$ cat src/rtl/mem_access_stage_pkg.sv
// Shared definitions for the MEM pipeline stage: default widths, FSM encoding, helpers.
package mem_access_stage_pkg;

    localparam int unsigned DSIZE_DEF   = 32;
    localparam int unsigned ASIZE_DEF   = 5;
    localparam int unsigned TIMEOUT_DEF = 15;

    typedef enum logic {
        MEM_IDLE = 1'b0,
        MEM_WAIT = 1'b1
    } mem_state_e;

    function automatic logic is_word_aligned(input logic [1:0] lsb);
        return lsb == 2'b00;
    endfunction

endpackage

$ cat src/rtl/mem_timeout_counter.sv
// Counts WAIT cycles without an ack; flags the cycle in which the access must be aborted.
module mem_timeout_counter
    import mem_access_stage_pkg::*;
#(
    parameter int unsigned TIMEOUT = TIMEOUT_DEF
) (
    input  logic clk,
    input  logic rst_n,
    input  logic clear,
    input  logic enable,
    output logic expire_c
);

    localparam int unsigned CW = (TIMEOUT > 2) ? $clog2(TIMEOUT) : 1;
    // Abort on the cycle whose increment would reach TIMEOUT-1.
    localparam logic [CW-1:0] LAST = CW'(TIMEOUT - 2);

    logic [CW-1:0] count;

    always_ff @(posedge clk or negedge rst_n) begin
        if (!rst_n) begin
            count <= '0;
        end else if (clear) begin
            count <= '0;
        end else if (enable) begin
            count <= count + CW'(1);
        end
    end

    assign expire_c = enable & (count == LAST);

endmodule

$ cat src/rtl/mem_access_stage.sv
// MEM stage: issues loads/stores over a req/ack data-memory port, stalls upstream while busy,
// and produces the registered MEM/WB bundle plus a sticky error flag.
module mem_access_stage
    import mem_access_stage_pkg::*;
#(
    parameter int unsigned DSIZE   = DSIZE_DEF,
    parameter int unsigned ASIZE   = ASIZE_DEF,
    parameter int unsigned TIMEOUT = TIMEOUT_DEF
) (
    input  logic             clk,
    input  logic             rst_n,
    input  logic             valid_in,
    input  logic [DSIZE-1:0] aluout_in,
    input  logic [DSIZE-1:0] rdata2_in,
    input  logic [ASIZE-1:0] waddr_in,
    input  logic             wen_in,
    input  logic             MemWrite_in,
    input  logic             memtoreg_in,
    output logic             stall,
    output logic             dmem_req,
    output logic             dmem_we,
    output logic [DSIZE-1:0] dmem_addr,
    output logic [DSIZE-1:0] dmem_wdata,
    input  logic [DSIZE-1:0] dmem_rdata,
    input  logic             dmem_ack,
    output logic [DSIZE-1:0] wb_data,
    output logic [ASIZE-1:0] waddr_out,
    output logic             wen_out,
    output logic             valid_out,
    output logic             mem_err
);

    mem_state_e       state, state_next;
    logic             req_next, we_next;
    logic [DSIZE-1:0] addr_next, wdata_next, wb_data_next;
    logic [ASIZE-1:0] waddr_next;
    logic             wen_next, valid_next, err_next;

    // Destination info held while the memory access is outstanding.
    logic [ASIZE-1:0] lat_waddr, lat_waddr_next;
    logic             lat_wen, lat_wen_next;
    logic             lat_load, lat_load_next;

    logic mem_op_c, aligned_c, start_c, timeout_c;

    assign mem_op_c  = valid_in & (MemWrite_in | memtoreg_in);
    assign aligned_c = is_word_aligned(aluout_in[1:0]);
    assign start_c   = mem_op_c & aligned_c;

    assign stall = rst_n & (((state == MEM_IDLE) & start_c) |
                            ((state == MEM_WAIT) & ~dmem_ack));

    mem_timeout_counter #(
        .TIMEOUT (TIMEOUT)
    ) u_timeout (
        .clk      (clk),
        .rst_n    (rst_n),
        .clear    (state == MEM_IDLE),
        .enable   ((state == MEM_WAIT) & ~dmem_ack),
        .expire_c (timeout_c)
    );

    // State and output registers.
    always_ff @(posedge clk or negedge rst_n) begin
        if (!rst_n) begin
            state      <= MEM_IDLE;
            dmem_req   <= 1'b0;
            dmem_we    <= 1'b0;
            dmem_addr  <= '0;
            dmem_wdata <= '0;
            wb_data    <= '0;
            waddr_out  <= '0;
            wen_out    <= 1'b0;
            valid_out  <= 1'b0;
            mem_err    <= 1'b0;
            lat_waddr  <= '0;
            lat_wen    <= 1'b0;
            lat_load   <= 1'b0;
        end else begin
            state      <= state_next;
            dmem_req   <= req_next;
            dmem_we    <= we_next;
            dmem_addr  <= addr_next;
            dmem_wdata <= wdata_next;
            wb_data    <= wb_data_next;
            waddr_out  <= waddr_next;
            wen_out    <= wen_next;
            valid_out  <= valid_next;
            mem_err    <= err_next;
            lat_waddr  <= lat_waddr_next;
            lat_wen    <= lat_wen_next;
            lat_load   <= lat_load_next;
        end
    end

    // Next-state and next-output logic.
    always_comb begin
        state_next     = state;
        req_next       = dmem_req;
        we_next        = dmem_we;
        addr_next      = dmem_addr;
        wdata_next     = dmem_wdata;
        wb_data_next   = wb_data;
        waddr_next     = waddr_out;
        wen_next       = 1'b0;
        valid_next     = 1'b0;
        err_next       = mem_err;
        lat_waddr_next = lat_waddr;
        lat_wen_next   = lat_wen;
        lat_load_next  = lat_load;

        case (state)
            MEM_IDLE: begin
                if (start_c) begin
                    state_next     = MEM_WAIT;
                    req_next       = 1'b1;
                    we_next        = MemWrite_in;
                    addr_next      = aluout_in;
                    wdata_next     = rdata2_in;
                    lat_waddr_next = waddr_in;
                    lat_wen_next   = wen_in;
                    lat_load_next  = ~MemWrite_in;
                end else if (mem_op_c) begin
                    // Misaligned access: retire without writeback and flag the error.
                    wb_data_next = aluout_in;
                    waddr_next   = waddr_in;
                    valid_next   = 1'b1;
                    err_next     = 1'b1;
                end else if (valid_in) begin
                    wb_data_next = aluout_in;
                    waddr_next   = waddr_in;
                    wen_next     = wen_in;
                    valid_next   = 1'b1;
                end
            end
            MEM_WAIT: begin
                if (dmem_ack) begin
                    state_next   = MEM_IDLE;
                    req_next     = 1'b0;
                    valid_next   = 1'b1;
                    waddr_next   = lat_waddr;
                    wb_data_next = lat_load ? dmem_rdata : dmem_addr;
                    wen_next     = lat_load & lat_wen;
                end else if (timeout_c) begin
                    state_next = MEM_IDLE;
                    req_next   = 1'b0;
                    valid_next = 1'b1;
                    waddr_next = lat_waddr;
                    err_next   = 1'b1;
                end
            end
        endcase
    end

endmodule

$ cat config.mk
export PLATFORM = sky130hd
export DESIGN_NAME = mem_access_stage
export DESIGN_NICKNAME = d
export VERILOG_FILES = /design/src/rtl/mem_access_stage_pkg.sv /design/src/rtl/mem_timeout_counter.sv /design/src/rtl/mem_access_stage.sv
export SDC_FILE = /design/constraint.sdc
export NUM_CORES = 1
export LEC_CHECK = 0
export ABC_CLOCK_PERIOD_IN_PS = 1930
export BUFFER_PORTS_ARGS = -buffer_cell sky130_fd_sc_hd__buf_2
export CORE_UTILIZATION = 30
export DETAILED_ROUTE_END_ITERATION = 10
export PLACE_DENSITY = 0.58
export SLEW_MARGIN = 15
export SYNTH_ARGS = -nofsm -noshare
export SYNTH_HDL_FRONTEND = slang
export SYNTH_SLANG_ARGS = --single-unit
$ cat constraint.sdc
create_clock -name clk -period 1.93 [get_ports clk]
set_input_delay 0.193 -clock clk [delete_from_list [all_inputs] [get_ports clk]]
set_output_delay 0.193 -clock clk [all_outputs]
set_load 0.05 [all_outputs]
**Yosys cells after proc, flatten, opt, wreduce, memory -nomap -nowiden**

Cells that the tools add are included.

- Add/subtract/negate cells: 1
- Eq/ne operators: 10
- Multiplexer cells: 38
- Bitwise logic cells: 12
- Reductions and logical operators: 6

Operators with widths:

| kind | count |
|---|---|
| $mux W32 | 5 |
| $pmux W32 S2 | 1 |
| $mux W5 | 5 |
| $mux W1 | 19 |
| $ne A2 B2 Y1 const B | 5 |
| $pmux W1 S2 | 5 |
| $pmux W5 S2 | 1 |
| $mux W4 | 2 |
| $and A1 B1 Y1 | 7 |
| $reduce_and A3 Y1 | 2 |
| $add A4 B1 Y4 const B | 1 |
| $eq A4 B4 Y1 const B | 1 |
| $ne A2 B1 Y1 const B | 2 |
| $reduce_and A2 Y1 | 2 |
| $reduce_and A4 Y1 | 1 |
| $ne A3 B2 Y1 const B | 1 |
| $ne A3 B3 Y1 const B | 1 |
| $not A1 Y1 | 3 |
| $logic_not A2 Y1 | 1 |
| $or A1 B1 Y1 | 2 |

- Register bits after elaboration: 118
- Input port bits: 108
- Output and inout port bits: 107
- Logic and storage cells: 81

**Longest topological paths before layout**

Gate-level depths: netlist of run 1.

- Depth after elaboration: 6
- Depth in mapped cells: 7
- Mapped depth without buffers: 6

**Hierarchy**

A second synthesis of run 1 with hierarchy kept.

- Cell total of the unflattened synthesis: 390
- Area total of the unflattened synthesis: 5282.6 um2

Modules (own cells, without submodules):

| module | instances | cells each | area an instance (um2) | sequential area each (um2) |
|---|---|---|---|---|
| mem_access_stage | 1 | 370 | 5041.1 | 2852.7 |
| mem_timeout_counter | 1 | 20 | 241.5 | 100.1 |

**Least setup slack after synthesis of run 1**

Ideal clock, no wire load.

- Path type: register to output
- Start point: register state
- End point: output stall
- Arrival time: 2.697 ns
- Data required time: 1.737 ns
- Path slack: -0.960 ns
- Stages on the path, launching flop included: 8
- Buffers on the path: 4
- Cells stage by stage: dfrtp_1 > buf_6 > or3_4 > or3_1 > clkbuf_1 > buf_6 > buf_6 > a21boi_0

- Cells in the longest elaborated chain, start to end: 4
- Elaborated cells between the ends (all ways): 5
- Those cells by class: bitwise (5)

RTL lines:

| item | line | text |
|---|---|---|
| start: declaration | mem_access_stage.sv:33 | `mem_state_e state, state_next;` |
| start signal: assignment | mem_access_stage.sv:80 | `state <= state_next;` |
| $not A1 Y1 (no source line) | -- |  |
| $and A1 B1 Y1 | mem_access_stage.sv:50 | `assign stall = rst_n & (((state == MEM_IDLE) & start_c) \|` |
| $or A1 B1 Y1 (*) | mem_access_stage.sv:50 |  |
| $and A1 B1 Y1 (*) | mem_access_stage.sv:50 |  |
| end: declaration | mem_access_stage.sv:19 | `output logic stall,` |

Every way passes the cells marked *; elsewhere a longest branch is shown, timed or not.

**Worst setup path in the final report of run 1**

Same ends and word-level chain as after synthesis.

==> out/qor.txt, run 1 <==
Avg Cell Area, Syn -> 12.4 sq um
drt drc -> 0
CP max-delay cell -> dfrtp_2
Post-DP Area -> 6660 sq um
combinational family with the most area after synthesis -> multiplexers
worst-skew pair later-pin latency -> 420 ps
Filler Cells Inserted -> 1583
r2r worst-path depth -> 5
GRT overflow -> 0
vias in the first global route -> 4204
number of setup violations in the final report -> 43
pwr/cell area -> 1310 nW/um^2
Port Buf Inserts -> 214
Synth Area in Compound Gates -> 7.36%
GR Util met3 -> 4.84%
Final Hold Viols -> 0
simple-gate share of the synthesized area -> 6.75%
IO Count -> 215
Final Cell Area -> 7480 sq um
clock root cell -> clkbuf_16
fmax -> 484 MHz
flops & latches, synth -> 118
Tot Pwr -> 9.77 mW
ys async rst share -> 100%
Max VDD drop -> 0.624 mV
failing checks -> setup timing
EDFF count, synth -> 0
Max-cap violations -> 0
# H-tree levels -> 4
internal power -> 5.99 mW
Synth Net Count -> 537
Clock Pin Slew Worst Setup and Hold Paths -> 60 ps
first-pass GRT wire length -> 21300 microns
Die Ht -> 135 microns
share of the yosys chip area belonging to registers -> 55.9%
worst reg2reg startpoint -> state$_DFF_PN0_
post-synth design cell area -> 5280 sq um
area of the multi-input gates -> 2180 sq um
sequential power share -> 33.4%
Reg area -> 2960 sq um
most frequent CP cell -> or3_4
largest net degree at the start of global routing -> 119
diode count -> 0
GPL Wtd Cong -> 0.815
Area Overhead vs Synth -> 41.6%
Cell variety after synth -> 30
Clock power frac -> 33.0%
wire per inst -> 15.4 microns
RSZ-0062 raised after global routing -> true
crit path DAT -> 1870 ps
post-detail-place hpwl -> 9380 microns
clock sinks -> 118
DR iter-0 viols -> 112
YS warnings -> 0
PnR worst setup slack -> -135 ps
TritonCTS clock tree -> done
Max FO, Critical Path -> 3
most crowded layer after global routing -> met2
Tmin final -> 2070 ps
via count -> 4136
worst reg2reg path endpoint -> lat_waddr[0]$_DFFE_PN0P_
grt met2 use -> 24.4%
core area -> 17200 sq um
Starting Density -> 30.7%
Synth Area in Adders -> 0.474%
crit-path max cell delay -> 400 ps
initial antenna violation count -> 0
post-synthesis share of cell area spent on xor and xnor gates -> 0.497%
Slew HR -> 56.0%
final wirelength -> 13800 microns
Combinational Power Share -> 33.6%
Initial DRT Pass Iterations -> 4
R2R setup slack -> -40 ps
startpoint types -> flop
min-delay worst type -> input pin to flop
ys flop type -> dfrtp_1
GRT Total Usage -> 15.2%
max-slew violation count -> 0
row count -> 48
Mapped Cells -> 427
total clock buffers created by CTS -> 17
die area -> 18100 sq um
via/cell ratio -> 4.60
status -> finished, violations left
Crit Path Category -> flop to primary output
Clock Skews -> 8.79 ps
nets -> 772
die extent in x -> 135 microns
Static Leak -> 3.77 nW
NetSw -> 3.78 mW
crit path from -> state$_DFF_PN0_
multiplexer share of the synthesized area -> 25.6%
antenna-violating nets left -> 0
crit path to -> stall
CP Capture Type -> primary output
share of cells above drive strength 1 -> 51.4%
Clock Tree Buf Depth -> 2
Worst-Margin Slew -> 660 ps
Final period util -> 107%
CP cell instances -> or3_4 > or3_4 > a21boi_4 > buf_6
Hold Slack -> 17.8 ps
Sw Ratio -> 38.7%
Critical Path RT -> 1740 ps
met1 Use GR -> 19.2%
==> cell type report <==
cell class | instances | share of cell area [%]
flip-flops and latches | 118 | 39.5
multi-input cells | 275 | 29.1
repair buffers | 245 | 19.3
clock inverters | 15 | 2.41
well taps | 225 | 3.76
inverters | 5 | 0.251
clock buffers | 17 | 5.69
==> metrics by stage <==
| step | utilization, % | TNS [ps] | cells | setup WS, ps |
|---|---|---|---|---|
| after floorplan | - | -279 | 427 | -121 |
| after global placement | 38.6 | 0 | 849 | 137 |
| after detailed placement | 38.6 | 0 | 849 | 99.2 |
| after CTS | 43.2 | -988 | 898 | -177 |
| after global routing | 43.4 | -2410 | 900 | -193 |
| final | 43.4 | -838 | 900 | -135 |
==> sequential cells by signal, indices dropped and copies added, names as in the netlist <==
register         count
state                1
mem_err              1
u_timeout.count      4
dmem_req             1
wb_data             32
dmem_wdata          32
lat_wen              1
wen_out              1
lat_waddr            5
valid_out            1
dmem_we              1
lat_load             1
waddr_out            5
dmem_addr           32
==> critical path: cells and delay by family, from the launching register on <==
kind	cells	cell delay [ps]
compound gates	1	170
buf+inv	1	170
flops	1	400
simple gates	2	720
==> cells in the mapped netlist, drive strengths merged, types with 2 or more instances <==
| master | count | area [sq um] |
|---|---|---|
| inv | 5 | 18.8 |
| buf | 13 | 100 |
| o21ai | 65 | 325 |
| ha | 2 | 25.0 |
| xnor2 | 3 | 26.3 |
| mux2 | 80 | 1020 |
| nand2 | 69 | 259 |
| dfrtp | 118 | 2950 |
| nand2b | 2 | 12.5 |
| mux2i | 33 | 330 |
| o31ai | 2 | 20.0 |
| or3 | 2 | 17.5 |
| clkbuf | 16 | 60.1 |
| and2 | 6 | 37.5 |
==> layout by cell type (no fill, tap or decap), drive strengths merged, types with 2 or more instances in the layout <==
cell,n
ha,2
mux2i,33
clkinv,7
buf,228
dfrtp,118
clkinvlp,3
inv,7
clkbuf,18
nand2,69
mux2,80
o21ai,65
o31ai,2
or3,2
nand2b,2
xnor2,3
dlygate4sd3,16
and2,6
bufinv,3
==> layer usage <==
metal / wire length, microns / vias up
met2: 6400 / 168
met1: 6310 / 2007
li1: - / 1947
met4: 163 / 0
met3: 974 / 14
met5: 0 / -
==> worst min path at each step <==
stage	cells after the start	slack, ps	startpoint	endpoint
3_5_place_dp	2	370	rst_n	wb_data[31]$_DFFE_PN0P_
6_report	2	20	rdata2_in[4]	dmem_wdata[4]$_DFFE_PN0P_
5_1_grt	2	1	rdata2_in[7]	dmem_wdata[7]$_DFFE_PN0P_
2_1_floorplan	0	-100	rst_n	dmem_addr[0]$_DFFE_PN0P_
3_3_place_gp	2	370	rst_n	lat_wen$_DFFE_PN0P_
4_1_cts	2	0.4	rdata2_in[11]	dmem_wdata[11]$_DFFE_PN0P_
==> power by group through the flow <==
stage	logic, mW	clock network, mW	registers (mW)
finish	3.28	3.23	3.26
global route	3.46	3.42	3.32
CTS	3.30	3.30	3.26
detailed placement	3.27	0	3.29
global placement	3.22	0	3.27
floorplan	0.856	0	4.80
==> cell families (layout without fill, tap and decap cells) <==
family | after synthesis | after routing
multiplexers | 113 | 113
buffers and inverters | 34 | 282
AO/OA/AOI/OAI | 73 | 73
XOR/XNOR | 3 | 3
AND/OR/NAND/NOR | 84 | 84
flip-flops | 118 | 118
adder cells (fa/ha/maj) | 2 | 2
==> what timing repair did <==
item,CTS,global route
endpoints found under the hold margin,133,0
pin swaps,2,2
gates resized for setup,2,1
hold buffers,16,0
gates cloned,0,2
buffers inserted,1,0
setup endpoints to repair,1,70
Note: power is estimated with default switching activity, not from simulation.
==> run 2: changes to the inputs <==
--- a/config.mk
+++ b/config.mk
@@ -9,6 +9,7 @@
 export BUFFER_PORTS_ARGS = -buffer_cell sky130_fd_sc_hd__buf_2
 export CORE_UTILIZATION = 30
 export DETAILED_ROUTE_END_ITERATION = 10
+export GPL_TIMING_DRIVEN = 0
 export PLACE_DENSITY = 0.58
 export SLEW_MARGIN = 15
 export SYNTH_ARGS = -nofsm -noshare
==> out/qor.txt, run 2 (synthesized netlist as in run 1, its figures left out) <==
grt met2 use -> 29.2% (+4.8 points)
first-pass GRT wire length -> 23600 microns (+11%)
Clock Pin Slew Worst Setup and Hold Paths -> 60 ps (about the same)
Crit Path Category -> flop to primary output
Area Overhead vs Synth -> 48.1%
antenna-violating nets left -> 0 (unchanged)
Max VDD drop -> 0.622 mV (-0.40%)
number of setup violations in the final report -> 71 (+65%)
commonest non-fill, non-tap cell in the layout -> buf_2
GPL Wtd Cong -> 0.830 (+1.9%)
wire per inst -> 16.3 microns (+6.1%)
Post-CTS Hold Buffers -> 17 (+1)
GRT Total Usage -> 17.0% (+1.8 points)
fin util -> 45.4% (+2.0 points)
GRT overflow -> 0 (unchanged)
Clock Skews -> 5.15 ps (-3.64 ps)
row count -> 48 (unchanged)
Max FO, Critical Path -> 3 (unchanged)
Static Leak -> 3.97 nW (+5.4%)
Tmin final -> 2290 ps (+225 ps)
# H-tree levels -> 4 (unchanged)
commonest non-fill, non-tap cells in the layout -> 213 x buf_2, 118 x dfrtp_1, 69 x nand2_1
worst-skew pair later-pin latency -> 410 ps (about the same)
total clock buffers created by CTS -> 17 (unchanged)
via/cell ratio -> 4.66 (+1.3%)
fmax -> 437 MHz (-9.8%)
DR iter-0 viols -> 165 (+47%)
PnR worst setup slack -> -360 ps (-225 ps)
nets -> 806 (+4.4%)
post-detail-place hpwl -> 10600 microns (+13%)
max-slew violation count -> 0 (unchanged)
CP max-delay cell -> dfrtp_1
largest net degree at the start of global routing -> 74 (-38%)
Final Hold Viols -> 72 (+72)
non-filler cells, final -> 933 (+3.7%)
met1 Use GR -> 20.3% (+1.2 points)
clock root cell -> clkbuf_16
Initial DRT Pass Iterations -> 4 (unchanged)
min-delay worst type -> input pin to async pin
GR Util met3 -> 4.95% (+0.11 points)
Die Ht -> 135 microns (unchanged)
RSZ-0062 raised after global routing -> true
initial antenna violation count -> 0 (unchanged)
Worst-Margin Slew -> 713 ps (+52.9 ps)
Final period util -> 119% (+12 points)
failing checks -> hold timing, setup timing
startpoint types -> flop
Clock Tree Buf Depth -> 2 (unchanged)
share of cells above drive strength 1 -> 51.4% (about the same)
CP Capture Type -> primary output
status -> finished, violations left
crit path DAT -> 2100 ps (+230 ps)
IO Count -> 215 (unchanged)
crit-path max cell delay -> 380 ps (-20 ps)
Max-cap violations -> 0 (unchanged)
most crowded layer after global routing -> met2
Critical Path RT -> 1740 ps (about the same)
Starting Density -> 30.7% (unchanged)
die area -> 18100 sq um (unchanged)
diode count -> 0 (unchanged)
clock sinks -> 118 (unchanged)
Port Buf Inserts -> 213 (-0.47%)
Hold Slack -> -211 ps (-229 ps)
Tot Pwr -> 9.59 mW (-1.9%)
CP cell instances -> or3_4 > or3_4 > buf_12 > buf_12 > a21boi_4 > buf_8
drt drc -> 0 (unchanged)
core area -> 17200 sq um (unchanged)
final wirelength -> 15200 microns (+10%)
pwr/cell area -> 1220 nW/um^2 (-6.2%)
Largest regs -> dmem_addr (32), dmem_wdata (32), wb_data (32)
dpl cells -> 866 (+2.0%)
die extent in x -> 135 microns (unchanged)
Slew HR -> 52.5% (-3.5 points)
TritonCTS clock tree -> done
vias in the first global route -> 4594 (+9.3%)
via count -> 4344 (+5.0%)
==> run 2: power by group <==
group / switching (mW) / leakage [nW] / internal (mW)
logic: 2.32 / 2.29 / 1.04
clock network: 1.12 / 0.268 / 1.85
registers: 0.299 / 1.42 / 2.95
==> run 2: layout make-up <==
| cell class | instances | area (sq um) |
|---|---|---|
| well taps | 225 | 282 |
| clock inverters | 9 | 77.6 |
| flip-flops and latches | 118 | 2950 |
| fillers | 1628 | 9410 |
| clock buffers | 22 | 474 |
| repair buffers | 253 | 1620 |
| plain buffers | 26 | 220 |
| multi-input cells | 275 | 2180 |
| inverters | 5 | 18.8 |
==> run 2: path summary, 6_finish.rpt <==
path | from | to | slack [ps] | cells after the start
setup reg to reg | state$_DFF_PN0_ | dmem_wdata[5]$_DFFE_PN0P_ | -320 | 8
hold reg to reg | mem_err$_DFFE_PN0P_ | mem_err$_DFFE_PN0P_ | 450 | 1
max in group asynchronous | rst_n | wb_data[4]$_DFFE_PN0P_ | 1450 | 2
min in group clk | rdata2_in[26] | dmem_wdata[26]$_DFFE_PN0P_ | 20 | 2
setup / recovery | state$_DFF_PN0_ | stall | -360 | 6
hold / removal | rst_n | dmem_addr[18]$_DFFE_PN0P_ | -210 | 1
==> run 2: critical path, delay by kind of cell (launching register included) <==
family                 cells  cell delay (ps)
DFF                        1              380
buffers and inverters      3              410
AOI/OAI and AO/OA          1              150
and+or+nand+nor            2              740
==> run 2: what timing repair did <==
item,CTS,global route
pin swaps,3,4
gates cloned,3,3
gates resized for setup,25,20
setup endpoints to repair,106,107
setup buffers,7,10
endpoints found under the hold margin,89,72
==> run 2: stage by stage <==
step           TNS (ps)  worst slack (ps)  cell area (sq um)
3_3_place_gp    -123100             -1220               6650
5_1_grt          -17010              -412               7830
3_5_place_dp     -21050              -504               6680
4_1_cts          -36600              -547               7640
6_report         -14010              -360               7830
2_1_floorplan      -279              -121               5300
==> run 2: metal layers <==
layer  up-vias  share of wire, %
li1       2013                 -
met1      2122                42
met2       193                49
met3        16               7.4
met4         0               1.3
met5         -                 0
==> run 3: changes to the inputs <==
--- a/config.mk
+++ b/config.mk
@@ -5,12 +5,11 @@
 export SDC_FILE = /design/constraint.sdc
 export NUM_CORES = 1
 export LEC_CHECK = 0
-export ABC_CLOCK_PERIOD_IN_PS = 1930
+export ABC_CLOCK_PERIOD_IN_PS = 2800
 export BUFFER_PORTS_ARGS = -buffer_cell sky130_fd_sc_hd__buf_2
 export CORE_UTILIZATION = 30
 export DETAILED_ROUTE_END_ITERATION = 10
-export GPL_TIMING_DRIVEN = 0
-export PLACE_DENSITY = 0.58
+export PLACE_DENSITY = 0.56
 export SLEW_MARGIN = 15
 export SYNTH_ARGS = -nofsm -noshare
 export SYNTH_HDL_FRONTEND = slang
==> constraint.sdc (replaced) <==
create_clock -name clk -period 2.8 [get_ports clk]
set_input_delay 0.28 -clock clk [delete_from_list [all_inputs] [get_ports clk]]
set_output_delay 0.28 -clock clk [all_outputs]
set_load 0.05 [all_outputs]
==> out/qor.txt, run 3 (synthesized netlist as in run 1, its figures left out) <==
crit-path max cell delay -> 420 ps (+40 ps)
Reg area -> 2960 sq um (about the same)
worst-skew pair later-pin latency -> 410 ps (about the same)
GPL Wtd Cong -> 0.782 (-5.8%)
antenna-violating nets left -> 0 (unchanged)
commonest non-fill, non-tap cell in the layout -> buf_2
Max VDD drop -> 0.394 mV (-37%)
Max-cap violations -> 0 (unchanged)
Clock Tree Buf Depth -> 2 (unchanged)
Tot Pwr -> 6.80 mW (-29%)
internal power -> 4.26 mW (-27%)
CP cell instances -> or3_4 > or3_4 > a21boi_1 > buf_2
number of setup violations in the final report -> 0 (-100%)
GRT overflow -> 0 (unchanged)
# H-tree levels -> 4 (unchanged)
Sw Ratio -> 37.3% (-1.8 points)
fmax -> 435 MHz
non-filler cells, final -> 875 (-6.2%)
post_cts resized -> 0 (-100%)
max-slew violation count -> 0 (unchanged)
first-pass GRT wire length -> 21900 microns (-6.9%)
Crit Path Category -> flop to primary output
most frequent CP cell -> or3_4
nets -> 747 (-7.3%)
startpoint types -> flop
Static Leak -> 3.64 nW (-8.4%)
via/cell ratio -> 4.59 (-1.5%)
die area -> 18100 sq um (unchanged)
via count -> 4014 (-7.6%)
NetSw -> 2.53 mW (-32%)
drt drc -> 0 (unchanged)
RSZ-0062 raised after global routing -> false
post-detail-place hpwl -> 9520 microns (-11%)
Largest regs -> dmem_addr (32), dmem_wdata (32), wb_data (32)
Worst-Margin Slew -> 755 ps (+42.0 ps)
Slew HR -> 49.7% (-2.8 points)
Hold Slack -> -26.3 ps (+185 ps)
dpl cells -> 843 (-2.7%)
share of cells above drive strength 1 -> 51.5% (about the same)
Setup TNS -> 0 ps (+14010 ps)
pwr/cell area -> 944 nW/um^2 (-23%)
sequential power share -> 33.1% (-0.8 points)
Critical Path RT -> 2520 ps (+780 ps)
DR iter-0 viols -> 114 (-31%)
total clock buffers created by CTS -> 17 (unchanged)
TritonCTS clock tree -> done
status -> finished, violations left
Combinational Power Share -> 32.6% (-2.5 points)
crit path DAT -> 2020 ps (-80 ps)
core area -> 17200 sq um (unchanged)
clock root cell -> clkbuf_16
Post-CTS Hold Buffers -> 0 (-17)
commonest non-fill, non-tap cells in the layout -> 213 x buf_2, 116 x dfrtp_1, 69 x nand2_1
Clock power frac -> 34.3% (+3.3 points)
GRT Total Usage -> 15.8% (-1.2 points)
cell count along the critical path -> 4 (-2)
Filler Cells Inserted -> 1683 (+3.4%)
Die Ht -> 135 microns (unchanged)
area of the multi-input gates -> 2170 sq um (-0.69%)
Clock Pin Slew Worst Setup and Hold Paths -> 50 ps (about the same)
Port Buf Inserts -> 214 (+0.47%)
CP max-delay cell -> or3_4
r2r worst-path depth -> 4 (-4)
Final period util -> 82.0%
clock sinks -> 118 (unchanged)
top cell family by delay on the critical path -> simple AND/OR/NAND/NOR gates
CP Capture Type -> primary output
row count -> 48 (unchanged)
Final Hold Viols -> 23 (-68%)
Area Overhead vs Synth -> 36.3%
wire per inst -> 15.7 microns (-3.6%)
die extent in x -> 135 microns (unchanged)
failing checks -> hold timing
Tmin final -> 2300 ps
vias in the first global route -> 4259 (-7.3%)
Clock Skews -> 7.72 ps (+2.58 ps)
min-delay worst type -> input pin to async pin
Max FO, Critical Path -> 3 (unchanged)
post-CTS setup buffer count -> 0 (-7)
initial antenna violation count -> 1 (+1)
Initial DRT Pass Iterations -> 5 (+1)
Starting Density -> 30.7% (unchanged)
final wirelength -> 13800 microns (-9.6%)
Buf/Inv on CP -> 1 (-2)
IO Count -> 215 (unchanged)
largest net degree at the start of global routing -> 119 (+61%)
run 3: cell types whose count changed in the layout (fill, tap and decap cells not counted), moves of 4 or more:
cell,delta
buf_8,-4
clkbuf_2,-4
buf_6,-7
buf_12,-5
clkbuf_1,-10
dlygate4sd3_1,-17
run 3: per-layer routing:
layer	routed length, microns	vias up	GRT usage, %
met1	6120	1919	19.5
met2	6100	186	24.7
met4	178	0	6.18
met3	1380	14	6.34
met5	0	-	0
li1	-	1895	-
run 3: path summary, 6_finish.rpt:
kind,startpoint,to,slack [ps]
setup / recovery,state$_DFF_PN0_,stall,500
hold / removal,rst_n,dmem_addr[9]$_DFFE_PN0P_,-30
setup reg to reg,state$_DFF_PN0_,lat_waddr[1]$_DFFE_PN0P_,760
hold reg to reg,mem_err$_DFFE_PN0P_,mem_err$_DFFE_PN0P_,460
max in group asynchronous,rst_n,state$_DFF_PN0_,2230
min in group clk,MemWrite_in,lat_load$_DFFE_PN0P_,80
run 3: area by class of cell:
class | instances | area share [%]
diodes | 1 | 0.0348
clock buffers | 23 | 6.78
clock inverters | 8 | 2.02
inverters | 5 | 0.261
multi-input cells | 275 | 30.1
flip-flops and latches | 118 | 41.0
well taps | 225 | 3.91
repair buffers | 220 | 15.9
run 3: power groups by stage:
| stage | logic [mW] | registers [mW] | clock network (mW) |
|---|---|---|---|
| after global placement | 2.22 | 2.26 | 0 |
| after detailed placement | 2.24 | 2.27 | 0 |
| final | 2.21 | 2.25 | 2.33 |
| after CTS | 2.24 | 2.25 | 2.40 |
| after global routing | 2.34 | 2.29 | 2.47 |
| after floorplan | 0.588 | 3.31 | 0 |
run 3: per-stage QoR:
stage	utilization, %	setup WS (ps)	instance area [sq um]
after global routing	41.8	347	7200
final	41.8	503	7200
after detailed placement	38.1	704	6570
after CTS	41.8	455	7200
after floorplan	-	212	5280
after global placement	38.1	781	6570
